==> src/rtl/alu_ctrl_pkg.sv <==
// alu_ctrl_pkg: shared AluOp classes, funct codes, ALU control codes and sequencer states
package alu_ctrl_pkg;
  localparam logic [3:0] ALUOP_ADDI  = 4'b0000;
  localparam logic [3:0] ALUOP_ANDI  = 4'b0001;
  localparam logic [3:0] ALUOP_ORI   = 4'b0010;
  localparam logic [3:0] ALUOP_XORI  = 4'b0011;
  localparam logic [3:0] ALUOP_BEQ   = 4'b0100;
  localparam logic [3:0] ALUOP_BNE   = 4'b0110;
  localparam logic [3:0] ALUOP_BLEZ  = 4'b0111;
  localparam logic [3:0] ALUOP_RTYPE = 4'b1000;
  localparam logic [3:0] ALUOP_BGTZ  = 4'b1001;
  localparam logic [3:0] ALUOP_LUI   = 4'b1010;
  localparam logic [3:0] ALUOP_SLTI  = 4'b1011;

  localparam logic [5:0] FN_AND  = 6'b100100;
  localparam logic [5:0] FN_OR   = 6'b100101;
  localparam logic [5:0] FN_XOR  = 6'b100110;
  localparam logic [5:0] FN_NOR  = 6'b100111;
  localparam logic [5:0] FN_ADD  = 6'b100000;
  localparam logic [5:0] FN_SUB  = 6'b100010;
  localparam logic [5:0] FN_MULT = 6'b011000;
  localparam logic [5:0] FN_DIV  = 6'b011010;
  localparam logic [5:0] FN_SLL  = 6'b000000;
  localparam logic [5:0] FN_SRL  = 6'b000010;
  localparam logic [5:0] FN_SRA  = 6'b000011;
  localparam logic [5:0] FN_SLLV = 6'b000100;
  localparam logic [5:0] FN_SRLV = 6'b000110;
  localparam logic [5:0] FN_SLT  = 6'b101010;
  localparam logic [5:0] FN_MFHI = 6'b010000;
  localparam logic [5:0] FN_MFLO = 6'b010010;

  localparam logic [4:0] ALU_AND  = 5'b00000;
  localparam logic [4:0] ALU_OR   = 5'b00010;
  localparam logic [4:0] ALU_XOR  = 5'b00110;
  localparam logic [4:0] ALU_NOR  = 5'b11000;
  localparam logic [4:0] ALU_ADD  = 5'b00100;
  localparam logic [4:0] ALU_SUB  = 5'b01100;
  localparam logic [4:0] ALU_MULT = 5'b01000;
  localparam logic [4:0] ALU_DIV  = 5'b01010;
  localparam logic [4:0] ALU_SLL  = 5'b10000;
  localparam logic [4:0] ALU_SRL  = 5'b10010;
  localparam logic [4:0] ALU_SRA  = 5'b10100;
  localparam logic [4:0] ALU_SLLV = 5'b10110;
  localparam logic [4:0] ALU_SRLV = 5'b11001;
  localparam logic [4:0] ALU_SLT  = 5'b01110;
  localparam logic [4:0] ALU_MFHI = 5'b01111;
  localparam logic [4:0] ALU_MFLO = 5'b00001;
  localparam logic [4:0] ALU_BNE  = 5'b11010;
  localparam logic [4:0] ALU_BLEZ = 5'b11100;
  localparam logic [4:0] ALU_BGTZ = 5'b11110;
  localparam logic [4:0] ALU_LUI  = 5'b00011;
  localparam logic [4:0] ALU_SLTI = 5'b00111;

  typedef enum logic [1:0] {S_IDLE, S_BUSY, S_DONE} seq_state_e;
endpackage

==> src/rtl/alu_ctrl_decode.sv <==
// alu_ctrl_decode: combinational AluOp/funct to ALU control code table with mult/div/HI-LO flags
module alu_ctrl_decode
  import alu_ctrl_pkg::*;
(
  input  logic [3:0] aluOp,
  input  logic [5:0] fnField,
  output logic [4:0] code,
  output logic       illegal,
  output logic       isMult,
  output logic       isDiv,
  output logic       isHiloRd
);
  always_comb begin
    code = 5'b00000;
    illegal = 1'b0;
    isMult = 1'b0;
    isDiv = 1'b0;
    isHiloRd = 1'b0;
    case (aluOp)
      ALUOP_RTYPE:
        case (fnField)
          FN_AND:  code = ALU_AND;
          FN_OR:   code = ALU_OR;
          FN_XOR:  code = ALU_XOR;
          FN_NOR:  code = ALU_NOR;
          FN_ADD:  code = ALU_ADD;
          FN_SUB:  code = ALU_SUB;
          FN_MULT: begin code = ALU_MULT; isMult = 1'b1; end
          FN_DIV:  begin code = ALU_DIV; isDiv = 1'b1; end
          FN_SLL:  code = ALU_SLL;
          FN_SRL:  code = ALU_SRL;
          FN_SRA:  code = ALU_SRA;
          FN_SLLV: code = ALU_SLLV;
          FN_SRLV: code = ALU_SRLV;
          FN_SLT:  code = ALU_SLT;
          FN_MFHI: begin code = ALU_MFHI; isHiloRd = 1'b1; end
          FN_MFLO: begin code = ALU_MFLO; isHiloRd = 1'b1; end
          default: illegal = 1'b1;
        endcase
      ALUOP_ADDI: code = ALU_ADD;
      ALUOP_ANDI: code = ALU_AND;
      ALUOP_ORI:  code = ALU_OR;
      ALUOP_XORI: code = ALU_XOR;
      ALUOP_BEQ:  code = ALU_SUB;
      ALUOP_BNE:  code = ALU_BNE;
      ALUOP_BLEZ: code = ALU_BLEZ;
      ALUOP_BGTZ: code = ALU_BGTZ;
      ALUOP_LUI:  code = ALU_LUI;
      ALUOP_SLTI: code = ALU_SLTI;
      default:    illegal = 1'b1;
    endcase
  end
endmodule

==> src/rtl/alu_ctrl_seq.sv <==
// alu_ctrl_seq: registered ALU control decode plus mult/div sequencer with HI/LO interlock
module alu_ctrl_seq
  import alu_ctrl_pkg::*;
#(
  parameter int CTRL_W = 6,
  parameter int MULT_LAT = 4,
  parameter int DIV_LAT = 32,
  parameter int CNT_W = $clog2((MULT_LAT > DIV_LAT ? MULT_LAT : DIV_LAT) + 1)
) (
  input  logic              clk,
  input  logic              reset,
  input  logic              op_valid,
  input  logic [3:0]        AluOp,
  input  logic [5:0]        FnField,
  input  logic              flush,
  output logic [CTRL_W-1:0] AluCtrl,
  output logic              ctrl_valid,
  output logic              illegal,
  output logic              md_start,
  output logic              md_is_div,
  output logic              hilo_we,
  output logic              busy,
  output logic              stall
);
  logic [4:0] decCode;
  logic decIllegal, decMult, decDiv, decHiloRd, accept;
  seq_state_e state;
  logic [CNT_W-1:0] cnt;

  alu_ctrl_decode u_decode (
    .aluOp(AluOp),
    .fnField(FnField),
    .code(decCode),
    .illegal(decIllegal),
    .isMult(decMult),
    .isDiv(decDiv),
    .isHiloRd(decHiloRd)
  );

  assign busy = state != S_IDLE;
  assign stall = op_valid & ~flush & (decMult | decDiv | decHiloRd) & busy;
  assign accept = op_valid & ~flush & ~stall;

  always_ff @(posedge clk) begin
    if (reset) begin
      AluCtrl <= '0;
      ctrl_valid <= 1'b0;
      illegal <= 1'b0;
      md_start <= 1'b0;
      md_is_div <= 1'b0;
      hilo_we <= 1'b0;
      state <= S_IDLE;
      cnt <= '0;
    end else if (flush) begin
      ctrl_valid <= 1'b0;
      md_start <= 1'b0;
      hilo_we <= 1'b0;
      state <= S_IDLE;
      cnt <= '0;
    end else begin
      ctrl_valid <= accept;
      md_start <= 1'b0;
      hilo_we <= 1'b0;
      if (accept) begin
        AluCtrl <= CTRL_W'(decCode);
        illegal <= decIllegal;
      end
      // mult/div only reach here from IDLE since they stall otherwise
      case (state)
        S_IDLE:
          if (accept & (decMult | decDiv)) begin
            state <= S_BUSY;
            cnt <= decDiv ? CNT_W'(DIV_LAT) : CNT_W'(MULT_LAT);
            md_is_div <= decDiv;
            md_start <= 1'b1;
          end
        S_BUSY:
          if (cnt == CNT_W'(1)) begin
            state <= S_DONE;
            cnt <= '0;
            hilo_we <= 1'b1;
          end else begin
            cnt <= cnt - CNT_W'(1);
          end
        default: state <= S_IDLE;
      endcase
    end
  end
endmodule

==> config.mk <==
export PLATFORM = sky130hd
export DESIGN_NAME = alu_ctrl_seq
export DESIGN_NICKNAME = d
export VERILOG_FILES = /design/src/rtl/alu_ctrl_pkg.sv /design/src/rtl/alu_ctrl_decode.sv /design/src/rtl/alu_ctrl_seq.sv
export SDC_FILE = /design/constraint.sdc
export NUM_CORES = 1
export LEC_CHECK = 0
export BUFFER_PORTS_ARGS = -buffer_cell sky130_fd_sc_hd__buf_2
export CORE_UTILIZATION = 54
export CTS_CLUSTER_SIZE = 14
export DETAILED_ROUTE_END_ITERATION = 6
export PLACE_DENSITY = 0.79
export SYNTH_ARGS = -nofsm -noshare
export SYNTH_HDL_FRONTEND = slang
export SYNTH_HIERARCHICAL = 1
export SYNTH_SLANG_ARGS = --single-unit
==> constraint.sdc <==
create_clock -name clk -period 2.6 [get_ports clk]
set_input_delay 0.52 -clock clk [delete_from_list [all_inputs] [get_ports clk]]
set_output_delay 0.52 -clock clk [all_outputs]
set_load 0.005 [all_outputs]
==> results.sh, run 1 <==
export IMPL_die_x_um=50.74
export IMPL_drt_iter0_drc=28
export IMPL_wire_per_inst_um=13.60
export IMPL_critical_path_max_fanout=3
export IMPL_cp_end_kind="primary output"
export IMPL_worstSetupPathType="primary input to primary output"
export IMPL_critPathArrivalTime_ns=1.90
export IMPL_cts_tree="built"
export IMPL_cp_required_ns=2.08
export IMPL_via_per_inst=6.046
export IMPL_grt_first_pass_wirelength_mm=4.933
export IMPL_synthFlopType="dfxtp_1"
export IMPL_post_cts_buffers=0
export IMPL_dieArea_mm2=0.002574
export IMPL_min_from="illegal"
export IMPL_grtUsageTotal_pct=25.08
export IMPL_regArea_um2=360.3
export IMPL_async_flop_share_pct=0
export IMPL_holdPathStages=2
export IMPL_drv_slew=0
export IMPL_rows=17
export IMPL_yosysSeqAreaShare_pct=28.10
export IMPL_status="finished clean"
export IMPL_clkTransAtPathRegs_ns=0.10
export IMPL_ys_types=55
export IMPL_fin_util_pct=65.71
export IMPL_ant_nets=0
export IMPL_grt_ovfl_total=0
export IMPL_multiInputGateArea_um2=835.8
export IMPL_reg2reg_to="cnt[5]"
export IMPL_cts_max_path_buffers=2
export IMPL_whs_ns=0.4610
export IMPL_yosysWarnings=6
export IMPL_synth_top_area_share_pct=28.10
export IMPL_die_h_um=50.74
export IMPL_ys_top_cells_by_area="dfxtp_1 (28%), a21oi_1 (6.2%), nand2b_1 (3.9%)"
export IMPL_grt_pass1_vias=1152
export IMPL_wl_mm=2.952
export IMPL_hold_viol=0
export IMPL_leakagePower_nw=0.5774
export IMPL_post_cts_resized=0
export IMPL_antenna_found_initial=0
export IMPL_start_util_pct=57.42
export IMPL_maxCapViolations=0
export IMPL_hold_end="illegal"
export IMPL_gp_congestion=0.8962
export IMPL_yosys_area_top_type="dfxtp_1"
export IMPL_port_buffers=25
export IMPL_fin_cells=217
export IMPL_cts_made_buffers=3
export IMPL_power_density_mw_per_mm2=377.0
export IMPL_detailed_place_area_mm2=0.001431
export IMPL_stdcell_area_mm2=0.001468
export IMPL_reg2reg_depth=6
export IMPL_cp_start_kind="primary input"
export IMPL_n_antenna_cell=0
export IMPL_finalSetupViolations=0
export IMPL_hp_class="register to register"
export IMPL_period_share_pct=93.10
export IMPL_synth_edf_count=0
export IMPL_hpwl_mm=2.214
export IMPL_rsz0062_at_grt="no"
export IMPL_syn_cell_area_mm2=0.001282
export IMPL_fin_total_pwr_uw=553.3
export IMPL_r2r_start="cnt[1]"
export IMPL_fin_tns_setup_ns=0
export IMPL_route_detailed_drc=0
export IMPL_ys_ff_latch=18
export IMPL_coreArea_mm2=0.002233
export IMPL_nets=206
export IMPL_grt_max_degree=17
export IMPL_place_inst=213
export IMPL_final_common_cell="buf_2"
export IMPL_max_slew_margin_pct=63.10
export IMPL_reg2reg_slack_ns=0.90
export IMPL_cts_sinks=18
export IMPL_avgSynthCellArea_um2=7.773
export IMPL_vias=1312
export IMPL_drt_pass1_iterations=4
export IMPL_clk_latency_ns=0.29
export IMPL_setup_ws_ns=0.1794
export IMPL_ios=27
export IMPL_cts_root_buf="clkbuf_4"
export IMPL_synth_cells=165
export IMPL_nFillCells=206
export IMPL_max_freq_mhz=413.1
export IMPL_area_growth_pct=14.44
export IMPL_fin_skew_ns=0.002274
export IMPL_postCtsHoldBufs=0
export IMPL_dp_slack_ns=0.2045
export IMPL_post_route_min_period_ns=2.421
export IMPL_drive_above_1_share_pct=25.93
export IMPL_synth_nets=181
export IMPL_peakVddDrop_mv=0.2568
export IMPL_most_common_layout_cells="buf_2 (25), dfxtp_1 (18), a21oi_1 (16), nor2_1 (12), nand2_1 (10)"
export IMPL_worstMarginPinSlew_ns=0.5523
export IMPL_htreeDepth=1
==> cell usage after synthesis, types with 2 or more instances <==
master	count
a21boi_0	2
or2_2	4
dfxtp_1	18
nand2_1	10
o21ai_0	6
nor2b_1	5
or3_1	3
clkbuf_1	4
mux2i_1	2
ha_1	2
inv_1	6
or4_1	2
nand4b_1	2
nor2_1	12
nand4_1	3
buf_2	6
nand3_1	9
a31oi_1	2
nor4b_1	4
nor3_1	3
o221a_1	2
o22ai_1	2
nand2b_1	8
xnor2_1	2
a21oi_1	16
==> kinds of logic (layout without fill, tap and decap cells) <==
kind of cell / Yosys count / in the layout / synth area share (%)
other cells: 1 / 1 / 0.2924
fa+ha+maj: 3 / 3 / 2.731
simple gates: 75 / 75 / 34.54
buf+inv: 18 / 42 / 6.731
flops: 18 / 18 / 28.10
xor+xnor: 2 / 2 / 1.366
compound gates: 45 / 45 / 23.81
mux: 3 / 3 / 2.439
==> final cells by class <==
class | instances | share of cell area (%)
clock buffers | 4 | 2.472
multi-input cells | 129 | 56.95
flip-flops and latches | 18 | 24.55
inverters | 6 | 1.535
repair buffers | 32 | 12.11
well taps | 28 | 2.387
==> registers in the layout, summed over array words and instances, names as in the netlist <==
| name | flops |
|---|---|
| AluCtrl | 5 |
| cnt | 6 |
| ctrl_valid | 1 |
| hilo_we | 1 |
| illegal | 1 |
| md_is_div | 1 |
| md_start | 1 |
| state | 2 |
==> per-layer routing <==
metal	global-route usage, %	up-vias	share of wire (%)
met2	42.22	36	48
li1	-	657	-
met4	7.407	0	0.78
met3	3.939	4	4.8
met1	32.66	615	46
met5	0	-	0
==> worst max-delay path, cell delays in order <==
cell and delay [ns]:
buf_2 0.10, nor4b_1 0.29, buf_4 0.17, nand4_1 0.11, nor2_1 0.20, o32ai_2 0.13, nor3b_1 0.22, buf_2 0.15
==> worst max-delay path by stage <==
stage	from	slack, ns	cells after the start	end
5_1_grt	FnField[0]	0.03	8	stall
3_5_place_dp	FnField[0]	0.20	8	stall
4_1_cts	FnField[0]	0.19	8	stall
2_1_floorplan	FnField[0]	0.16	6	stall
3_3_place_gp	FnField[0]	0.20	8	stall
6_report	FnField[0]	0.18	8	stall
==> where the power goes <==
part           total (mW)  switching [mW]  internal, mW
clock network       0.174          0.0889        0.0854
registers           0.281         0.00156         0.279
logic              0.0981          0.0563        0.0418
No activity file was read; power rests on OpenSTA's default activity.
==> run 2: changes to the inputs <==
Settings changed: BUFFER_PORTS_ARGS -buffer_cell sky130_fd_sc_hd__buf_2 to -buffer_cell sky130_fd_sc_hd__buf_4, PLACE_DENSITY 0.79 to not set, PLACE_DENSITY_LB_ADDON set to 0.25.
==> run 2 against run 1 <==
  * Combinational power is 4% higher
  * Register-to-register slack hardly changed
  * Clock-buffer cell count stayed put
==> results.sh, run 2 (synthesis gave the netlist of run 1 again) <==
export IMPL_status="finished clean"
export IMPL_r2r_start="cnt[1]"
export IMPL_drt_iter0_drc=42
export IMPL_n_antenna_cell=0
export IMPL_post_cts_resized=0
export IMPL_postCtsHoldBufs=0
export IMPL_hpwl_mm=2.117
export IMPL_post_cts_buffers=0
export IMPL_cts_tree="built"
export IMPL_met3WireLength_um=131
export IMPL_port_buffers=25
export IMPL_area_growth_pct=17.46
export IMPL_route_detailed_drc=0
export IMPL_p_comb_share_pct=18.5
export IMPL_finalSetupViolations=0
export IMPL_grt_first_pass_wirelength_mm=4.981
export IMPL_grt_ovfl_total=0
export IMPL_die_x_um=50.74
export IMPL_gp_congestion=0.8379
export IMPL_critical_path_max_fanout=16
export IMPL_nets=202
export IMPL_via_per_inst=5.962
export IMPL_drive_above_1_share_pct=24.86
export IMPL_worstMarginPinSlew_ns=0.5463
export IMPL_antenna_found_initial=0
export IMPL_coreArea_mm2=0.002233
export IMPL_max_freq_mhz=408.2
export IMPL_min_from="illegal"
export IMPL_worstSetupPathType="primary input to primary output"
export IMPL_nFillCells=200
export IMPL_largest_register_ffs=6
export IMPL_drt_pass1_iterations=4
export IMPL_m1WireLength_mm=1.445
export IMPL_largestRegisters="cnt: 6 flops, AluCtrl: 5 flops, state: 2 flops"
export IMPL_die_h_um=50.74
export IMPL_final_common_cell="buf_4"
export IMPL_rsz0062_at_grt="no"
export IMPL_whs_ns=0.4625
export IMPL_maxCapViolations=0
export IMPL_grtUsageTotal_pct=25.11
export IMPL_ios=27
export IMPL_peakVddDrop_mv=0.2733
export IMPL_cts_sinks=18
export IMPL_rows=17
export IMPL_sw_frac_of_total_pct=25.42
export IMPL_highest_layer="met4"
export IMPL_ant_nets=0
export IMPL_switchingPower_uw=140.0
export IMPL_regMostFlops="cnt"
export IMPL_start_util_pct=57.42
export IMPL_period_share_pct=94.22
export IMPL_leakagePower_nw=0.5700
export IMPL_cts_max_path_buffers=2
export IMPL_htreeDepth=1
export IMPL_wl_mm=2.911
export IMPL_drv_slew=0
export IMPL_p_seq_share_pct=51.0
export IMPL_dieArea_mm2=0.002574
export IMPL_max_slew_margin_pct=63.51
export IMPL_hp_class="register to register"
export IMPL_grt_pass1_vias=1076
export IMPL_cts_made_buffers=3
export IMPL_fin_skew_ns=0.004688
export IMPL_p_int_uw=410.7
export IMPL_post_route_min_period_ns=2.450
export IMPL_crit_path_start="FnField[2]"
export IMPL_hold_viol=0
export IMPL_clkPwrFrac_pct=30.5
export IMPL_wl_met2_mm=1.318
export IMPL_cts_root_buf="clkbuf_4"
export IMPL_clkTransAtPathRegs_ns=0.09
export IMPL_most_common_layout_cells="buf_4 (28), dfxtp_1 (18), a21oi_1 (16), nor2_1 (12), nand2_1 (10)"
export IMPL_cp_required_ns=2.08
export IMPL_cp_start_kind="primary input"
export IMPL_vias=1270
export IMPL_cp_end_kind="primary output"
export IMPL_grt_max_degree=18
export IMPL_fin_tns_setup_ns=0
export IMPL_wire_per_inst_um=13.67
export IMPL_clk_latency_ns=0.29
export IMPL_critPathArrivalTime_ns=1.93
export IMPL_power_density_mw_per_mm2=365.5
==> run 2: cell types whose count changed in the layout (fill, tap and decap cells not counted), sizes merged <==
cell,previous run,this run
buf,32,28
==> run 2: layout make-up <==
| type | count | area [um^2] | area share, % |
|---|---|---|---|
| flip-flops and latches | 18 | 360.3 | 23.92 |
| clock buffers | 4 | 36.28 | 2.409 |
| multi-input cells | 129 | 842.1 | 55.90 |
| well taps | 28 | 35.03 | 2.326 |
| repair buffers | 28 | 210.2 | 13.95 |
| inverters | 6 | 22.52 | 1.495 |
==> run 2: path summary, 6_finish.rpt <==
| check | endpoint | slack, ns | cells past startpoint |
|---|---|---|---|
| setup reg to reg | cnt[5] | 0.89 | 6 |
| hold / removal | illegal | 0.46 | 2 |
| setup / recovery | stall | 0.15 | 7 |
| hold reg to reg | illegal | 0.46 | 2 |
==> run 2: stage by stage <==
stage	util (%)	power, mW	std cells	worst slack (ns)	cell area [um^2]
global placement	65.55	0.3850	209	0.1618	1464
detailed placement	65.55	0.3865	209	0.1300	1464
finish	67.45	0.5507	213	0.1503	1506
CTS	67.17	0.5543	213	0.04445	1500
global route	67.45	0.5779	213	0.08037	1506
floorplan	-	0.3544	165	0.1644	1282
==> run 2: worst max-delay path, stage by stage <==
cell and delay [ns]:
buf_4 0.17, nor4b_2 0.31, nand4_1 0.17, nor2_1 0.21, o32ai_2 0.13, nor3b_1 0.26, buf_4 0.15
==> run 2: per-layer routing <==
layer  vias to the layer above  GRT usage, %
met5                         -             0
met4                         0         2.778
met3                         2         5.455
met2                        34         40.44
met1                       591         35.10
li1                        643             -
==> run 2: power groups by stage <==
stage	Sequential, mW	Clock, mW	Combinational [mW]
after floorplan	0.288	0	0.0665
after global placement	0.287	0	0.0976
after detailed placement	0.287	0	0.0990
after CTS	0.281	0.173	0.0999
after global routing	0.282	0.183	0.113
final	0.281	0.168	0.102
